==> config.mk <==
export PLATFORM = sky130hd
export DESIGN_NAME = alu_control_unit_flat
export DESIGN_NICKNAME = d
export VERILOG_FILES = /design/src/rtl/alu_ctl_pkg.sv /design/src/rtl/alu_control_unit_if.sv /design/src/rtl/alu_ctl_decode.sv /design/src/rtl/alu_control_unit.sv /design/src/flat_wrapper.sv
export SDC_FILE = /design/constraint.sdc
export NUM_CORES = 1
export LEC_CHECK = 0
export CAP_MARGIN = 20
export CORE_AREA = 3 3 40 42
export DETAILED_ROUTE_END_ITERATION = 10
export DIE_AREA = 0 0 43 45
export GPL_ROUTABILITY_DRIVEN = 0
export PLACE_DENSITY = 0.67
export SKIP_LAST_GASP = 1
export SLEW_MARGIN = 10
export SYNTH_ARGS = -nofsm -noshare
export SYNTH_HDL_FRONTEND = slang
export SYNTH_SLANG_ARGS = --single-unit
export TNS_END_PERCENT = 100
==> constraint.sdc <==
create_clock -name clk -period 0.9 [get_ports clk]
set_clock_uncertainty 0.1 [all_clocks]
set_input_delay 0.09 -clock clk [delete_from_list [all_inputs] [get_ports clk]]
set_output_delay 0.09 -clock clk [all_outputs]
set_load 0.005 [all_outputs]
==> src/rtl/alu_ctl_pkg.sv <==
`default_nettype none
// ============================================================================
// Module  : alu_ctl_pkg
// Brief   : Shared ALUOp encoding, opcode and ALU control-code constants.
// Revision: 1.0 - initial release
// ============================================================================
package alu_ctl_pkg;

  localparam int OPC_W = 11;
  localparam int CNT_W = 4;

  typedef enum logic [1:0] {
    LDST   = 2'b00,
    BRANCH = 2'b01,
    RTYPE  = 2'b10,
    RSVD   = 2'b11
  } aluop_e;

  localparam logic [OPC_W-1:0] OPC_ADD = 11'b10001011000;
  localparam logic [OPC_W-1:0] OPC_SUB = 11'b11001011000;
  localparam logic [OPC_W-1:0] OPC_AND = 11'b10001010000;
  localparam logic [OPC_W-1:0] OPC_ORR = 11'b10101010000;
  localparam logic [OPC_W-1:0] OPC_EOR = 11'b11001010000;
  localparam logic [OPC_W-1:0] OPC_LSL = 11'b11010011011;
  localparam logic [OPC_W-1:0] OPC_LSR = 11'b11010011010;
  localparam logic [OPC_W-1:0] OPC_ORN = 11'b10101010001;

  localparam logic [CNT_W-1:0] ALU_AND   = 4'b0000;
  localparam logic [CNT_W-1:0] ALU_ORR   = 4'b0001;
  localparam logic [CNT_W-1:0] ALU_ADD   = 4'b0010;
  localparam logic [CNT_W-1:0] ALU_EOR   = 4'b0011;
  localparam logic [CNT_W-1:0] ALU_SUB   = 4'b0110;
  localparam logic [CNT_W-1:0] ALU_PASSB = 4'b0111;
  localparam logic [CNT_W-1:0] ALU_LSL   = 4'b1000;
  localparam logic [CNT_W-1:0] ALU_LSR   = 4'b1001;
  localparam logic [CNT_W-1:0] ALU_NOR   = 4'b1100;

endpackage
`default_nettype wire

==> src/rtl/alu_control_unit_if.sv <==
`default_nettype none
// ============================================================================
// Module  : alu_control_unit_if
// Brief   : Decode request (en/opCode/ALUOp) and registered result bundle.
// Revision: 1.0 - initial release
// ============================================================================
interface alu_control_unit_if;
  import alu_ctl_pkg::*;

  logic             en;
  logic [OPC_W-1:0] opCode;
  logic [1:0]       ALUOp;
  logic [CNT_W-1:0] ALUCnt;
  logic             illegal;

  modport master (output en, output opCode, output ALUOp,
                  input  ALUCnt, input illegal);
  modport slave  (input  en, input  opCode, input  ALUOp,
                  output ALUCnt, output illegal);

endinterface
`default_nettype wire

==> src/rtl/alu_ctl_decode.sv <==
`default_nettype none
// ============================================================================
// Module  : alu_ctl_decode
// Brief   : Combinational opCode/ALUOp -> {ALU code, illegal}.
//           ALUCTL_EXT_OPS_EN adds EOR/LSL/LSR/ORN to the R-type decode.
// Revision: 1.0 - initial release
// ============================================================================
module alu_ctl_decode
  import alu_ctl_pkg::*;
(
  input  logic [OPC_W-1:0] i_opcode,
  input  logic [1:0]       i_aluop,
  output logic [CNT_W-1:0] o_code,
  output logic             o_illegal
);

  always_comb begin
    o_code    = ALU_ADD;
    o_illegal = 1'b0;
    case (aluop_e'(i_aluop))
      LDST:   o_code = ALU_ADD;
      BRANCH: o_code = ALU_PASSB;
      RTYPE: begin
        case (i_opcode)
          OPC_ADD: o_code = ALU_ADD;
          OPC_SUB: o_code = ALU_SUB;
          OPC_AND: o_code = ALU_AND;
          OPC_ORR: o_code = ALU_ORR;
`ifdef ALUCTL_EXT_OPS_EN
          OPC_EOR: o_code = ALU_EOR;
          OPC_LSL: o_code = ALU_LSL;
          OPC_LSR: o_code = ALU_LSR;
          OPC_ORN: o_code = ALU_NOR;
`else
`endif
          default: begin
            o_code    = ALU_ADD;
            o_illegal = 1'b1;
          end
        endcase
      end
      default: begin
        o_code    = ALU_ADD;
        o_illegal = 1'b1;
      end
    endcase
  end

endmodule
`default_nettype wire

==> src/rtl/alu_control_unit.sv <==
`default_nettype none
// ============================================================================
// Module  : alu_control_unit
// Brief   : ALU control decode registered at the ID/EX boundary, with stall
//           hold (en) and async active-low reset. Honors ALUCTL_EXT_OPS_EN.
// Revision: 1.0 - initial release
// ============================================================================
module alu_control_unit
  import alu_ctl_pkg::*;
(
  input  logic                 clk,
  input  logic                 rst_n,
  alu_control_unit_if.slave    bus
);

  logic [CNT_W-1:0] w_code;
  logic             w_illegal;
  logic [CNT_W-1:0] r_cnt;
  logic             r_illegal;

  alu_ctl_decode u_decode (
    .i_opcode  (bus.opCode),
    .i_aluop   (bus.ALUOp),
    .o_code    (w_code),
    .o_illegal (w_illegal)
  );

  // en low is a pipeline stall: hold the last decode
  always_ff @(posedge clk or negedge rst_n) begin
    if (!rst_n) begin
      r_cnt     <= ALU_ADD;
      r_illegal <= 1'b0;
    end else if (bus.en) begin
      r_cnt     <= w_code;
      r_illegal <= w_illegal;
    end
  end

  assign bus.ALUCnt  = r_cnt;
  assign bus.illegal = r_illegal;

endmodule
`default_nettype wire

==> src/flat_wrapper.sv <==
// flat-port wrapper written by rule: the top's interface ports become plain ports
module alu_control_unit_flat import alu_ctl_pkg::*;
  (clk, rst_n, bus_en, bus_opCode, bus_ALUOp, bus_ALUCnt, bus_illegal);
  alu_control_unit_if bus_i ();
  input  logic clk;
  input  logic rst_n;
  input wire logic [$bits(bus_i.en)-1:0] bus_en;
  input wire logic [$bits(bus_i.opCode)-1:0] bus_opCode;
  input wire logic [$bits(bus_i.ALUOp)-1:0] bus_ALUOp;
  output wire logic [$bits(bus_i.ALUCnt)-1:0] bus_ALUCnt;
  output wire logic [$bits(bus_i.illegal)-1:0] bus_illegal;
  assign bus_i.en = bus_en;
  assign bus_i.opCode = bus_opCode;
  assign bus_i.ALUOp = bus_ALUOp;
  assign bus_ALUCnt = bus_i.ALUCnt;
  assign bus_illegal = bus_i.illegal;
  alu_control_unit u_core (.clk(clk), .rst_n(rst_n), .bus(bus_i));
endmodule
==> impl_summary.md, run 1 <==
Hold path
The worst hold-check path type is in -> async.

Synthesis
The synthesized netlist net count is 54. Among all cell types in the netlist, the one instantiated most often is sky130_fd_sc_hd__nor2_1. The area share of the leading cell type in the synthesized netlist is 24.1%. Ranked by total cell area, the synthesized netlist is headed by sky130_fd_sc_hd__dfrtp_1 (24%), sky130_fd_sc_hd__ha_1 (12%), sky130_fd_sc_hd__dfstp_2 (8.4%). The area of the mapped netlist is 312 sq um. The synthesized design contains 4 register bits. The leading area contributor after synthesis is sky130_fd_sc_hd__dfrtp_1. The average cell area after synthesis is 8.90 sq um. The Yosys step of the flow raised 0 warnings.

The sequential share of the synthesized area is 32.5%. The synthesized netlist contains 21 unique library cells. Counting instances in the post-synthesis netlist gives the leading cell types as sky130_fd_sc_hd__nor2_1 (5), sky130_fd_sc_hd__inv_1 (4), sky130_fd_sc_hd__dfrtp_1 (3), sky130_fd_sc_hd__ha_1 (3), sky130_fd_sc_hd__o21ai_0 (3).

The synthesized instance count is 35. The most used flip-flop cell after synthesis is sky130_fd_sc_hd__dfrtp_1. In the synthesized netlist the async set-or-reset flop fraction comes to 100%.

The count of flip-flops with a built-in enable after synthesis is 0.

Clock tree
In this run the clock root is driven by a sky130_fd_sc_hd__clkbuf_4. Counting along the longest clock path gives a buffer depth of 2. The insertion delay of the later-clocked pin in the worst-skew pair is 240 ps.

The TritonCTS clock tree is done. Clock tree synthesis inserted a total of 3 buffers. The depth of the CTS H-tree is 1. Clock tree synthesis found a total of 4 sinks. The clock transition time at the flip-flop clock pins of the worst setup and hold paths is 40 ps.

Global route
The via count of the first global-routing pass was 385. The first global-routing pass estimated 1.55 mm of wire. Entering global routing, the biggest net connects 7 pins. For this run the aggregate overflow at the end of global routing stands at 0. The number of antenna violations at the first check in global routing came to 0. In the global route stage, overall resource usage came out at 10.9%.

Power
Net switching is 27.3% of the power. For this design the ratio of total power to cell area is 1010 nW/um^2. Per report_power, the clock group accounts for 34.2% of the total. The highest ir drop seen on vdd is 585 uV.

The leakage power figure is 0.000335 uW. The combinational fraction of design power is 36.6%. Cell internal power was estimated by the tool at 524 uW. In this run the power spent charging and discharging nets is 197 uW. The sequential share of power is 29.2%.

Routing
Using the TritonRoute via totals, the vias-per-cell ratio works out to 4.59. The average wire length per cell after detail routing is 10.5 um. The first detailed-routing pass took 4 iterations.

The detail route stage leaves a number of antenna-violating nets equal to 0. The post-route DRC violation count is 0. The routed layout has 372 vias. The iteration-0 DRC count of the detailed router is 2.

The final layout contains routed wiring with a total length of 854 um.

Placement
At the placement stage, the worst setup path has a slack of -713 ps. The number of buffers added on ports is 19. Detailed placement ended at an HPWL of 689 um. Counting tap cells, the placed design contains a total of 74 instances. Once placement finished, the instance area stood at 624 sq um.

Setup path
At the worst endpoint, the required time is 710 ps. STA puts the critical path data arrival time at 850 ps. The slowest stage of the critical path belongs to the cell sky130_fd_sc_hd__dfstp_2. The critical path is of the reg -> out type. The family of cells with the greatest summed delay on the critical path is flip-flops. The worst setup path is captured at an output pin. The number of buffers and inverters on the critical path is 1. The largest fanout on the critical path is 2. The largest stage delay on the critical path is 530 ps. The sort of element at the start of the critical path is a flop. Traced cell by cell, the critical path runs through buf_6.

Final layout
For this run, the number of standard cells in the final layout without fillers is 81. The number of nets in the layout is 86. Of the cells placed in the final design, the portion with a size suffix greater than 1 is 62.1%.

The post-route cell area is 711 sq um. From synthesis to final layout, the design area changed by 128%. The repair_antennas step left the layout with diodes totalling 0.

Status
The run finished, with violations left. The final reports fail on negative hold slack, negative setup slack.

Timing
The number of max-slew violations in the final report is 0. Static timing analysis puts the maximum clock frequency at 957 MHz. Adding up every negative setup slack in the final design gives -317 ps. Final hold analysis gives a worst-case slack of -46.4 ps. Setup repair after global routing could not meet its margin everywhere. After layout, the worst setup slack is -145 ps. After layout, the worst path uses 116% of the clock period. The count of final setup violators is 5. The number of hold violations in the final report was 3.

The post-layout minimum cycle time is 1040 ps.

Die
The area of the placeable core is 1280 sq um. The die is 45 um tall. The number of top-level pins is 21. The die outline width is 43 um. The floorplan die area is 1940 sq um. The floorplan has 13 rows. Once the floorplan was initialized, standard cells occupied 24.2% of the core.

Job
The max-capacitance violation count is 0.
## stage by stage
| step | power, uW | util, % |
|---|---|---|
| floorplan | 298 | - |
| CTS | 719 | 54.3 |
| finish | 721 | 55.3 |
| global route | 780 | 55.3 |
| global placement | 446 | 48.6 |
| detailed placement | 448 | 48.6 |
## state kept, by name, indices dropped and copies added (netlist names)
signal and count:
u_core.bus.ALUCnt 3, u_core.bus.illegal 1
## cell families (layout without fill, tap and decap cells)
logic type	Yosys count	in the layout	synth area share [%]
AND/OR/NAND/NOR	13	13	26.5
other	1	1	1.20
buffers and inverters	5	36	7.23
flip-flops	4	4	32.5
adder cells (fa/ha/maj)	3	3	12.0
AO/OA/AOI/OAI	9	9	20.5
## timing repair
item	CTS	global route
pin swaps	12	7
resized for setup	48	11
endpoints found under the hold margin	3	3
setup endpoints to repair	8	8
buffers inserted	4	0
## power groups by stage
| stage | Sequential (uW) | Clock (uW) | Combinational (uW) |
|---|---|---|---|
| 2_1_floorplan | 213 | 0 | 85.4 |
| 3_3_place_gp | 211 | 0 | 235 |
| 3_5_place_dp | 212 | 0 | 236 |
| 4_1_cts | 209 | 257 | 252 |
| 5_1_grt | 213 | 278 | 288 |
| 6_report | 211 | 246 | 264 |
## layer usage
metal	vias up	track usage (%)	part of all wire [%]
li1	188	-	-
met3	0	6.37	10
met4	0	3.61	0
met1	166	12.1	39
met2	18	17.7	51
met5	-	0	0
## cell type report
class / instances / area [sq um]
inverters: 4 / 33.8
fillers: 118 / 574
well taps: 15 / 18.8
flip-flops and latches: 4 / 101
repair buffers: 28 / 238
clock buffers: 4 / 26.3
multi-input cells: 26 / 293
## path summary, 6_finish.rpt
kind                       slack, ps                   end  cells after the start                  from
min in group clk                 250  u_core.bus.ALUCnt[1]                      3         bus_opCode[9]
max                             -140         bus_ALUCnt[1]                      1  u_core.bus.ALUCnt[1]
min reg2reg                      480    u_core.bus.illegal                      3    u_core.bus.illegal
max in group asynchronous        510  u_core.bus.ALUCnt[1]                      1                 rst_n
max reg2reg                     -120  u_core.bus.ALUCnt[1]                      3  u_core.bus.ALUCnt[1]
min                              -50  u_core.bus.ALUCnt[2]                      1                 rst_n
## worst register-to-register path, stage by stage (launching register included)
cell and delay, ps:
sky130_fd_sc_hd__dfstp_2 530, sky130_fd_sc_hd__buf_4 110, sky130_fd_sc_hd__o32ai_2 60, sky130_fd_sc_hd__a31oi_1 140
## layout by cell type, fill, tap and decap left out, drive strengths merged, types with 2 or more instances in the layout
cell         Yosys  final
buf              1     15
dlygate4sd2      0      9
clkbuf           0      6
nor2             5      5
inv              4      4
ha               3      3
dfrtp            3      3
o21ai            3      3
nand2            2      2
Power figures use the tool's default switching activity.
==> run 2, diff against run 1 <==
--- a/config.mk
+++ b/config.mk
@@ -5,12 +5,14 @@
 export SDC_FILE = /design/constraint.sdc
 export NUM_CORES = 1
 export LEC_CHECK = 0
+export ABC_AREA = 0
 export CAP_MARGIN = 20
 export CORE_AREA = 3 3 40 42
 export DETAILED_ROUTE_END_ITERATION = 10
 export DIE_AREA = 0 0 43 45
 export GPL_ROUTABILITY_DRIVEN = 0
 export PLACE_DENSITY = 0.67
+export SETUP_SLACK_MARGIN = 0.02
 export SKIP_LAST_GASP = 1
 export SLEW_MARGIN = 10
 export SYNTH_ARGS = -nofsm -noshare
==> impl_summary.md, run 2 (synthesized netlist as in run 1, its figures left out) <==
Power
The total power per unit cell area is 1060 nW/um^2 (was 1010 nW/um^2). The leakage power figure was 0.000305 uW (was 0.000335 uW). The highest ir drop seen on vdd is 828 uV (was 585 uV).

Timing
The post-route clock period utilization came to 115% (was 116%). Unrepaired setup endpoints after global routing: true (unchanged). The timing-limited maximum frequency is 962 MHz (was 957 MHz).

The minimum hold slack is -45.0 ps (was -46.4 ps). The worst-case setup margin in the final layout was -139 ps (was -145 ps). The post-layout minimum cycle time came to 1040 ps (about the same). The count of final setup violators was 5 (unchanged). The number of hold violations in the final report came to 3 (unchanged).

The number of max-slew violations in the final report is 0 (unchanged).

Clock tree
The number of buffers created by CTS was 3 (unchanged). The cell chosen for the clock root is sky130_fd_sc_hd__clkbuf_4 (unchanged). The TritonCTS clock tree is done (unchanged). The number of clock sinks is 4 (unchanged).

The clock transition time at the flip-flop clock pins of the worst setup and hold paths is 40 ps (about the same). The depth of the CTS H-tree is 1 (unchanged). The insertion delay of the later-clocked pin in the worst-skew pair was 240 ps (about the same). The buffers inserted during post-CTS setup optimization was 0 (was 4). The maximum clock path buffer count came to 2 (unchanged).

Global route
The pin count of the biggest net entering global routing is 6 (was 7). The leftover overflow at the end of global routing was 0 (unchanged). The via count of the first global-routing pass is 387 (was 385). The global-route wire length before repair is 1.41 mm (was 1.55 mm). The total routing usage reported by global routing is 9.94% (was 10.9%). The number of antenna violations at the first check in global routing was 0 (unchanged).

Final layout
Most frequent cells in the layout: sky130_fd_sc_hd__dlygate4sd2_1 (7), sky130_fd_sc_hd__buf_2 (7), sky130_fd_sc_hd__nor2_1 (4), sky130_fd_sc_hd__buf_4 (4) (was sky130_fd_sc_hd__dlygate4sd2_1 (9), sky130_fd_sc_hd__buf_4 (8)). The count of fill cells added during filler insertion came to 127 (was 118). The fraction of layout cells with a size suffix above 1 was 51.6% (was 62.1%). The antenna diode count is 0 (unchanged). The number of nets in the layout is 82 (was 86). The synthesis-to-finish area growth is 101% (was 128%). The final standard cell count with taps included and fillers excluded came to 77 (was 81). The flip-flop count of the largest register, all copies and words added is 3 (unchanged).

Setup path
The critical path launch point is u_core.bus.ALUCnt[1] (unchanged). The launching point of the worst reg2reg path is u_core.bus.ALUCnt[1] (unchanged). The worst path required time is 710 ps (about the same). Critical path, cell by cell: buf_2 (was buf_6). The data arrival time of the critical path is 850 ps (about the same). The reg2reg setup slack is -90 ps (was -120 ps). The largest stage delay on the critical path is 520 ps (was 530 ps). The type of the worst setup path was reg -> out (unchanged).

The worst-path cell with the longest stage delay is sky130_fd_sc_hd__dfstp_2 (unchanged). The largest fanout on the critical path is 2 (unchanged). The worst path buffer plus inverter count is 1 (unchanged).

The sort of element at the start of the critical path is a flop (unchanged). The sort of element at the end of the critical path was an output pin (unchanged). The family of cells with the greatest summed delay on the critical path is flip-flops (unchanged).

Routing
The post-route DRC violation count was 0 (unchanged). The average wire length per cell after detail routing came to 10.0 um (was 10.5 um). The detailed-route wire length is 770 um (was 854 um). The total number of vias is 367 (was 372). The count of nets left with antenna violations after detail routing was 0 (unchanged). The detailed-route vias per instance is 4.77 (was 4.59). The iteration-0 DRC count of the detailed router came to 3 (was 2). The number of iterations in the first detailed-routing pass is 4 (unchanged).

Die
The row count is 13 (unchanged). The initial standard-cell utilization of the core is 24.2% (unchanged). The die outline width is 43 um (unchanged). The area of the placeable core is 1280 sq um (unchanged).

The die outline height is 45 um (unchanged). The floorplan die area came to 1940 sq um (unchanged). The number of top-level pins is 21 (unchanged).

Placement
The HPWL after detailed placement was 665 um (was 689 um). The worst setup timing slack at the placement stage is -739 ps (was -713 ps). The placed instance count is 74 (unchanged).

The number of buffers added on ports is 19 (unchanged).

Status
Violations in the final reports: negative hold slack, negative setup slack (unchanged). Run status: complete, but fails checks (unchanged).

Job
The max-capacitance violation count is 0 (unchanged).

Hold path
The worst hold-check path type is in -> async (unchanged).
## run 2: through the flow
step	total power [uW]	utilization (%)	instance area, sq um	setup TNS [ps]
2_1_floorplan	298	-	378	-45.0
3_3_place_gp	454	49.6	637	-3390
3_5_place_dp	455	49.6	637	-3450
4_1_cts	675	48.6	624	-327
5_1_grt	715	48.7	626	-535
6_report	662	48.7	626	-271
## run 2: path summary, 6_finish.rpt
kind,endpoint,depth (start not counted)
max,bus_ALUCnt[1],1
min,u_core.bus.ALUCnt[0],1
max reg2reg,u_core.bus.ALUCnt[1],3
min reg2reg,u_core.bus.illegal,2
max in group asynchronous,u_core.bus.ALUCnt[1],1
min in group clk,u_core.bus.illegal,3
## run 2: report_power, final
part	internal (uW)	switching, uW
clock	167	76.0
sequential	201	7.56
combinational	122	88.3
total	490	172
## run 2: timing repair
item                       4_1_cts  5_1_grt
resized for setup               50        4
hold endpoints to repair         3        3
setup endpoints to repair        8        8
pin swaps                        9        1
## run 2: cell type report
type | instances | area (sq um) | area share (%)
Multi-Input combinational cell | 26 | 249 | 39.8
Timing Repair Buffer | 24 | 196 | 31.4
Sequential cell | 4 | 101 | 16.2
Inverter | 4 | 33.8 | 5.40
Clock buffer | 4 | 26.3 | 4.20
Tap cell | 15 | 18.8 | 3.00
## run 2: layer usage
metal	track usage (%)	share of wire, %	vias up
met5	0	0	-
met4	3.61	0	0
met3	6.37	12	0
met2	15.0	49	22
met1	11.4	38	166
li1	-	-	179
## run 2: worst reg2reg max path: cells and delay by family, from the launching register on
family / cells / cell delay (ps)
flip-flops: 1 / 520
AO/OA/AOI/OAI: 2 / 210
buffers and inverters: 1 / 100
==> run 3, diff against run 2 <==
--- a/config.mk
+++ b/config.mk
@@ -11,11 +11,12 @@
 export DETAILED_ROUTE_END_ITERATION = 10
 export DIE_AREA = 0 0 43 45
 export GPL_ROUTABILITY_DRIVEN = 0
-export PLACE_DENSITY = 0.67
+export PLACE_DENSITY = 0.71
 export SETUP_SLACK_MARGIN = 0.02
 export SKIP_LAST_GASP = 1
 export SLEW_MARGIN = 10
 export SYNTH_ARGS = -nofsm -noshare
 export SYNTH_HDL_FRONTEND = slang
+export SYNTH_HIERARCHICAL = 1
 export SYNTH_SLANG_ARGS = --single-unit
 export TNS_END_PERCENT = 100
==> impl_summary.md, run 3 <==
Timing
The number of hold violations in the final report is 4 (was 3). The post-layout minimum cycle time is 1080 ps (was 1040 ps). The worst-case setup margin in the final layout is -178 ps (was -139 ps). The post-route clock period utilization is 120% (was 115%). The timing-limited maximum frequency was 928 MHz (was 962 MHz). The minimum hold slack is -20.5 ps (was -45.0 ps). The number of max-slew violations in the final report is 0 (unchanged). Unrepaired setup endpoints after global routing: true (unchanged).

The count of final setup violators is 9 (was 5). The post-route setup TNS is -874 ps (was -271 ps).

Die
The die outline height is 45 um (unchanged). The area of the placeable core came to 1280 sq um (unchanged). The die outline width came to 43 um (unchanged). The initial standard-cell utilization of the core came to 28.1% (was 24.2%). The row count was 13 (unchanged). The number of top-level pins is 21 (unchanged). The floorplan die area came to 1940 sq um (unchanged).

Setup path
The largest fanout on the critical path was 2 (unchanged). Critical path, cell by cell: buf_6, nor4b_4, nand4_1, o41ai_2, mux2_4 (was buf_2). The sort of element at the start of the critical path is a primary input (was flop). The data arrival time of the critical path is 1160 ps (was 850 ps). The type of the worst setup path was in -> reg (was reg -> out). The worst-path cell with the longest stage delay is sky130_fd_sc_hd__o41ai_2 (was sky130_fd_sc_hd__dfstp_2). The largest stage delay on the critical path was 320 ps (was 520 ps). The sort of element at the end of the critical path is a flop (was output pin). The worst path required time is 980 ps (was 710 ps).

Clock tree
The cell chosen for the clock root is sky130_fd_sc_hd__clkbuf_4 (unchanged). The clock transition time at the flip-flop clock pins of the worst setup and hold paths is 50 ps (was 40 ps). The insertion delay of the later-clocked pin in the worst-skew pair came to 240 ps (about the same). The number of clock sinks is 5 (was 4). The maximum clock path buffer count came to 2 (unchanged). The depth of the CTS H-tree is 1 (unchanged). The TritonCTS clock tree is done (unchanged).

The number of buffers created by CTS is 3 (unchanged). The buffers inserted during post-CTS setup optimization is 0 (unchanged).

Synthesis
The count of flip-flops with a built-in enable after synthesis is 0 (unchanged). The average cell area after synthesis was 10.3 sq um (was 8.90 sq um). The area share of the leading cell type in the synthesized netlist came to 27.7% (was 24.1%).

The number of unique standard cell types used by synthesis is 19 (was 21). The leading area contributor after synthesis is sky130_fd_sc_hd__dfrtp_1 (unchanged). The post-synthesis register bit count is 5 (was 4). The area of the mapped netlist came to 362 sq um (was 312 sq um).

Main area contributors after synthesis: sky130_fd_sc_hd__dfrtp_1 (28%), sky130_fd_sc_hd__mux2_2 (16%), sky130_fd_sc_hd__ha_1 (10%) (was sky130_fd_sc_hd__dfrtp_1 (24%), sky130_fd_sc_hd__ha_1 (12%), sky130_fd_sc_hd__dfstp_2 (8.4%)). The synthesized instance count came to 35 (unchanged). The commonest register cell after synthesis is sky130_fd_sc_hd__dfrtp_1 (unchanged).

The most common cell in the synthesized netlist was sky130_fd_sc_hd__mux2_2 (was sky130_fd_sc_hd__nor2_1). The number of warnings issued by yosys is 6 (was 0). Leading cell types by count after synthesis: sky130_fd_sc_hd__mux2_2 (5), sky130_fd_sc_hd__dfrtp_1 (4), sky130_fd_sc_hd__nor2_1 (4) (was sky130_fd_sc_hd__nor2_1 (5), sky130_fd_sc_hd__inv_1 (4), sky130_fd_sc_hd__dfrtp_1 (3), sky130_fd_sc_hd__ha_1 (3), sky130_fd_sc_hd__o21ai_0 (3)). The sequential share of the synthesized area came to 34.9% (was 32.5%). The synthesized netlist net count is 54 (unchanged).

The share of async-settable or async-resettable flops after synthesis was 100% (unchanged).

Routing
The count of nets left with antenna violations after detail routing is 0 (unchanged). The total number of vias is 359 (was 367). The number of iterations in the first detailed-routing pass is 5 (was 4).

The detailed-route vias per instance came to 4.79 (was 4.77). The iteration-0 DRC count of the detailed router is 2 (was 3). The average wire length per cell after detail routing was 12.5 um (was 10.0 um).

The detailed-route wire length was 938 um (was 770 um). The post-route DRC violation count was 0 (unchanged).

Final layout
The synthesis-to-finish area growth is 73.4% (was 101%). The area taken by multi-input logic gates came to 275 sq um (was 249 sq um). The flip-flop count of the largest register, all copies and words added came to 4 (was 3). The sequential standard cell area is 126 sq um (was 101 sq um). The fraction of layout cells with a size suffix above 1 was 56.7% (was 51.6%). The commonest non-fill, non-tap cell in the layout is sky130_fd_sc_hd__buf_2. The number of nets in the layout is 80 (was 82). Most frequent cells in the layout: sky130_fd_sc_hd__buf_2 (9), sky130_fd_sc_hd__dlygate4sd2_1 (8), sky130_fd_sc_hd__dfrtp_1 (4) (was sky130_fd_sc_hd__dlygate4sd2_1 (7), sky130_fd_sc_hd__buf_2 (7), sky130_fd_sc_hd__nor2_1 (4), sky130_fd_sc_hd__buf_4 (4)). The post-route cell area was 627 sq um (was 626 sq um).

The count of fill cells added during filler insertion was 128 (was 127). The antenna diode count was 0 (unchanged).

Placement
The worst setup timing slack at the placement stage is -807 ps (was -739 ps). The placement-stage cell area came to 622 sq um (was 637 sq um). The number of buffers added on ports is 20 (was 19). The HPWL after detailed placement came to 717 um (was 665 um).

Power
The total power per unit cell area came to 1190 nW/um^2 (was 1060 nW/um^2). The post-route total power is 747 uW (was 662 uW). The highest ir drop seen on vdd is 492 uV (was 828 uV). The leakage power figure is 0.000293 uW (was 0.000305 uW).

Global route
The total routing usage reported by global routing was 11.0% (was 9.94%). The number of antenna violations at the first check in global routing is 0 (unchanged). The via count of the first global-routing pass is 369 (was 387). The pin count of the biggest net entering global routing was 6 (unchanged).

The global-route wire length before repair is 1.54 mm (was 1.41 mm). The leftover overflow at the end of global routing is 0 (unchanged).

Hold path
The worst hold-check path type is in -> async (unchanged).

Status
Run status: complete, but fails checks (unchanged). Violations in the final reports: negative hold slack, negative setup slack (unchanged).

Job
The max-capacitance violation count is 0 (unchanged).
==> run 3: stage by stage <==
step                      cells  hold WS, ps  utilization (%)
after detailed placement     71          245             48.4
after floorplan              35         -306                -
after global placement       71          230             48.4
after CTS                    75        -22.0             49.1
after global routing         75        -8.00             48.8
final                        75        -20.5             48.8
==> run 3: cells by family (layout without fill, tap and decap cells) <==
group | Yosys count | in the layout | share of synthesized area (%)
and+or+nand+nor | 11 | 11 | 18.0
adders and majority gates | 3 | 3 | 10.4
muxes | 6 | 6 | 18.3
buffers and inverters | 4 | 29 | 5.19
AOI/OAI and AO/OA | 5 | 5 | 12.1
DFF | 5 | 5 | 35.0
other | 1 | 1 | 1.04
==> run 3: timing repair <==
item	in CTS	in global routing
resized for setup	61	2
hold endpoints to repair	4	4
endpoints found under the setup margin	10	9
pin swaps	7	3
==> run 3: area by class of cell <==
| cell class | count | area share [%] |
|---|---|---|
| multi-input combinational | 26 | 43.9 |
| timing repair buffer | 22 | 26.5 |
| sequential | 5 | 20.2 |
| clock buffer | 4 | 4.19 |
| tap | 15 | 2.99 |
| inverter | 3 | 2.20 |
==> run 3: final timing paths <==
| path | start | end | slack, ps | cells after the start |
|---|---|---|---|---|
| setup reg to reg | u_core/bus.ALUCnt[2] | u_core/bus.ALUCnt[2] | -70 | 2 |
| max in group asynchronous | rst_n | u_core/bus.ALUCnt[1] | 450 | 1 |
| setup / recovery | bus_opCode[7] | u_core/bus.ALUCnt[2] | -180 | 5 |
| hold reg to reg | u_core/bus.illegal | u_core/bus.illegal | 400 | 1 |
| min in group clk | bus_opCode[7] | u_core/bus.illegal | 320 | 5 |
| hold / removal | rst_n | u_core/bus.ALUCnt[3] | -20 | 1 |
==> run 3: routing by layer <==
metal	GRT usage [%]	wire length (um)	vias to the layer above
li1	-	-	173
met1	15.2	449	172
met2	15.9	430	14
met3	1.59	57	0
met4	7.23	0	0
met5	0	0	-
==> run 3: power breakdown <==
| group | switching [uW] | internal, uW | leakage (uW) |
|---|---|---|---|
| combinational | 89.1 | 122 | 0.000218 |
| clock | 104 | 168 | 0.0000150 |
| sequential | 10.8 | 253 | 0.0000599 |
==> run 3: critical path: cells and delay by family <==
| family | cells | cell delay (ps) |
|---|---|---|
| buffers and inverters | 1 | 90 |
| AO/OA/AOI/OAI | 1 | 320 |
| multiplexers | 1 | 200 |
| AND/OR/NAND/NOR | 2 | 460 |
==> RTL edit: new RTL, config.mk and constraints of run 3 <==
The package constant `CNT_W` goes from 4 to 6.
--- a/src/rtl/alu_ctl_pkg.sv
+++ b/src/rtl/alu_ctl_pkg.sv
@@ -9,3 +9,3 @@
   localparam int OPC_W = 11;
-  localparam int CNT_W = 4;
+  localparam int CNT_W = 6;
 
Interface: changed (resized bus_ALUCnt); port bits go from 21 to 23. No check against the original RTL was run, so the function may have changed too.
==> RTL edit against run 3 <==
The flow still finishes with violations (negative hold slack, negative setup slack); worst setup slack better by 0.0070 ns; power increased by 34%; sequential power rose by 39%; sequential cell count is 2 higher; cell area up 33%; routed wire length increased by 14%; combinational power is 54% higher; synthesized area increased by 35%; via count grew 15%; largest cell class unchanged; largest power group is now sequential cells.
==> RTL edit: results <==
sta:
  final_number_of_setup_violating_endpoints: 12
  finalHoldViolations: 6
  fin_worst_setup_slack_ns: -0.1711
  hold-worst-slack_ns: -0.01075
  setup-tns-final_ns: -1.006
global_route:
  global_route.usage.met2_pct: 20.36
  grt.met3_usage_pct: 0
  first_global_vias: 390
synth:
  synth_compound_gate_area_share_pct: 8.997
  mux_cell_area_share_after_synthesis_pct: 23.65
  synth_adder_area_share_pct: 7.712
  synth_top_area_share_pct: 30.85
  yosysUniqueCellTypes: 20
  yosys-top-cells-area: "sky130_fd_sc_hd__dfrtp_1, sky130_fd_sc_hd__mux2_4, sky130_fd_sc_hd__ha_1"
clocking:
  cts_post_setup_buffers_inserted: 1
cells_and_area:
  post_route_cell_area_um2: 835.8
  layout-drive-gt1-share_pct: 63.89
  design.final.nets: 92
  n_all_buffers: 28
  seq-cell-share_pct: 21.11
  clkCellAreaFrac_pct: 3.144
detailed_routing:
  vias_after_detailed_routing: 413
  met3RoutedLength_um: 59
  met1Wirelength_um: 478
  drt_pass1_iterations: 2
  detailroute.wirelength.met2_um: 510
  routed_wl_mm: 1.071
outcome:
  run_status: "finished with violations"
  failed_checks: "negative hold slack, negative setup slack"
power_and_ir_drop:
  vdd_ir_drop_max_mv: 0.5930
  power.switching_mw: 0.2766
critical_path:
  cp_peak_stage_delay_ns: 0.52
placement:
  dpl_cell_area_um2: 779.5
==> RTL edit: changes by cell type in the layout (fill, tap and decap cells not counted), sizes merged <==
| cell | change |
|---|---|
| clkbuf | +1 |
| conb | +2 |
| buf | +5 |
| mux2 | +2 |
| dfrtp | +2 |
==> RTL edit: worst max-delay path by stage <==
stage                                startpoint                                to  slack, ns  cells past startpoint
6_report       u_core/bus.ALUCnt[1]$_DFFE_PN1P_                     bus_ALUCnt[1]      -0.17                      1
5_1_grt        u_core/bus.ALUCnt[1]$_DFFE_PN1P_                     bus_ALUCnt[1]      -0.19                      1
4_1_cts        u_core/bus.ALUCnt[1]$_DFFE_PN1P_                     bus_ALUCnt[1]      -0.18                      1
3_5_place_dp                       bus_ALUOp[0]  u_core/bus.ALUCnt[2]$_DFFE_PN0P_      -0.81                      6
3_3_place_gp                       bus_ALUOp[0]  u_core/bus.ALUCnt[2]$_DFFE_PN0P_      -0.78                      6
2_1_floorplan                     bus_opCode[2]    u_core/bus.illegal$_DFFE_PN0P_      -0.23                      4
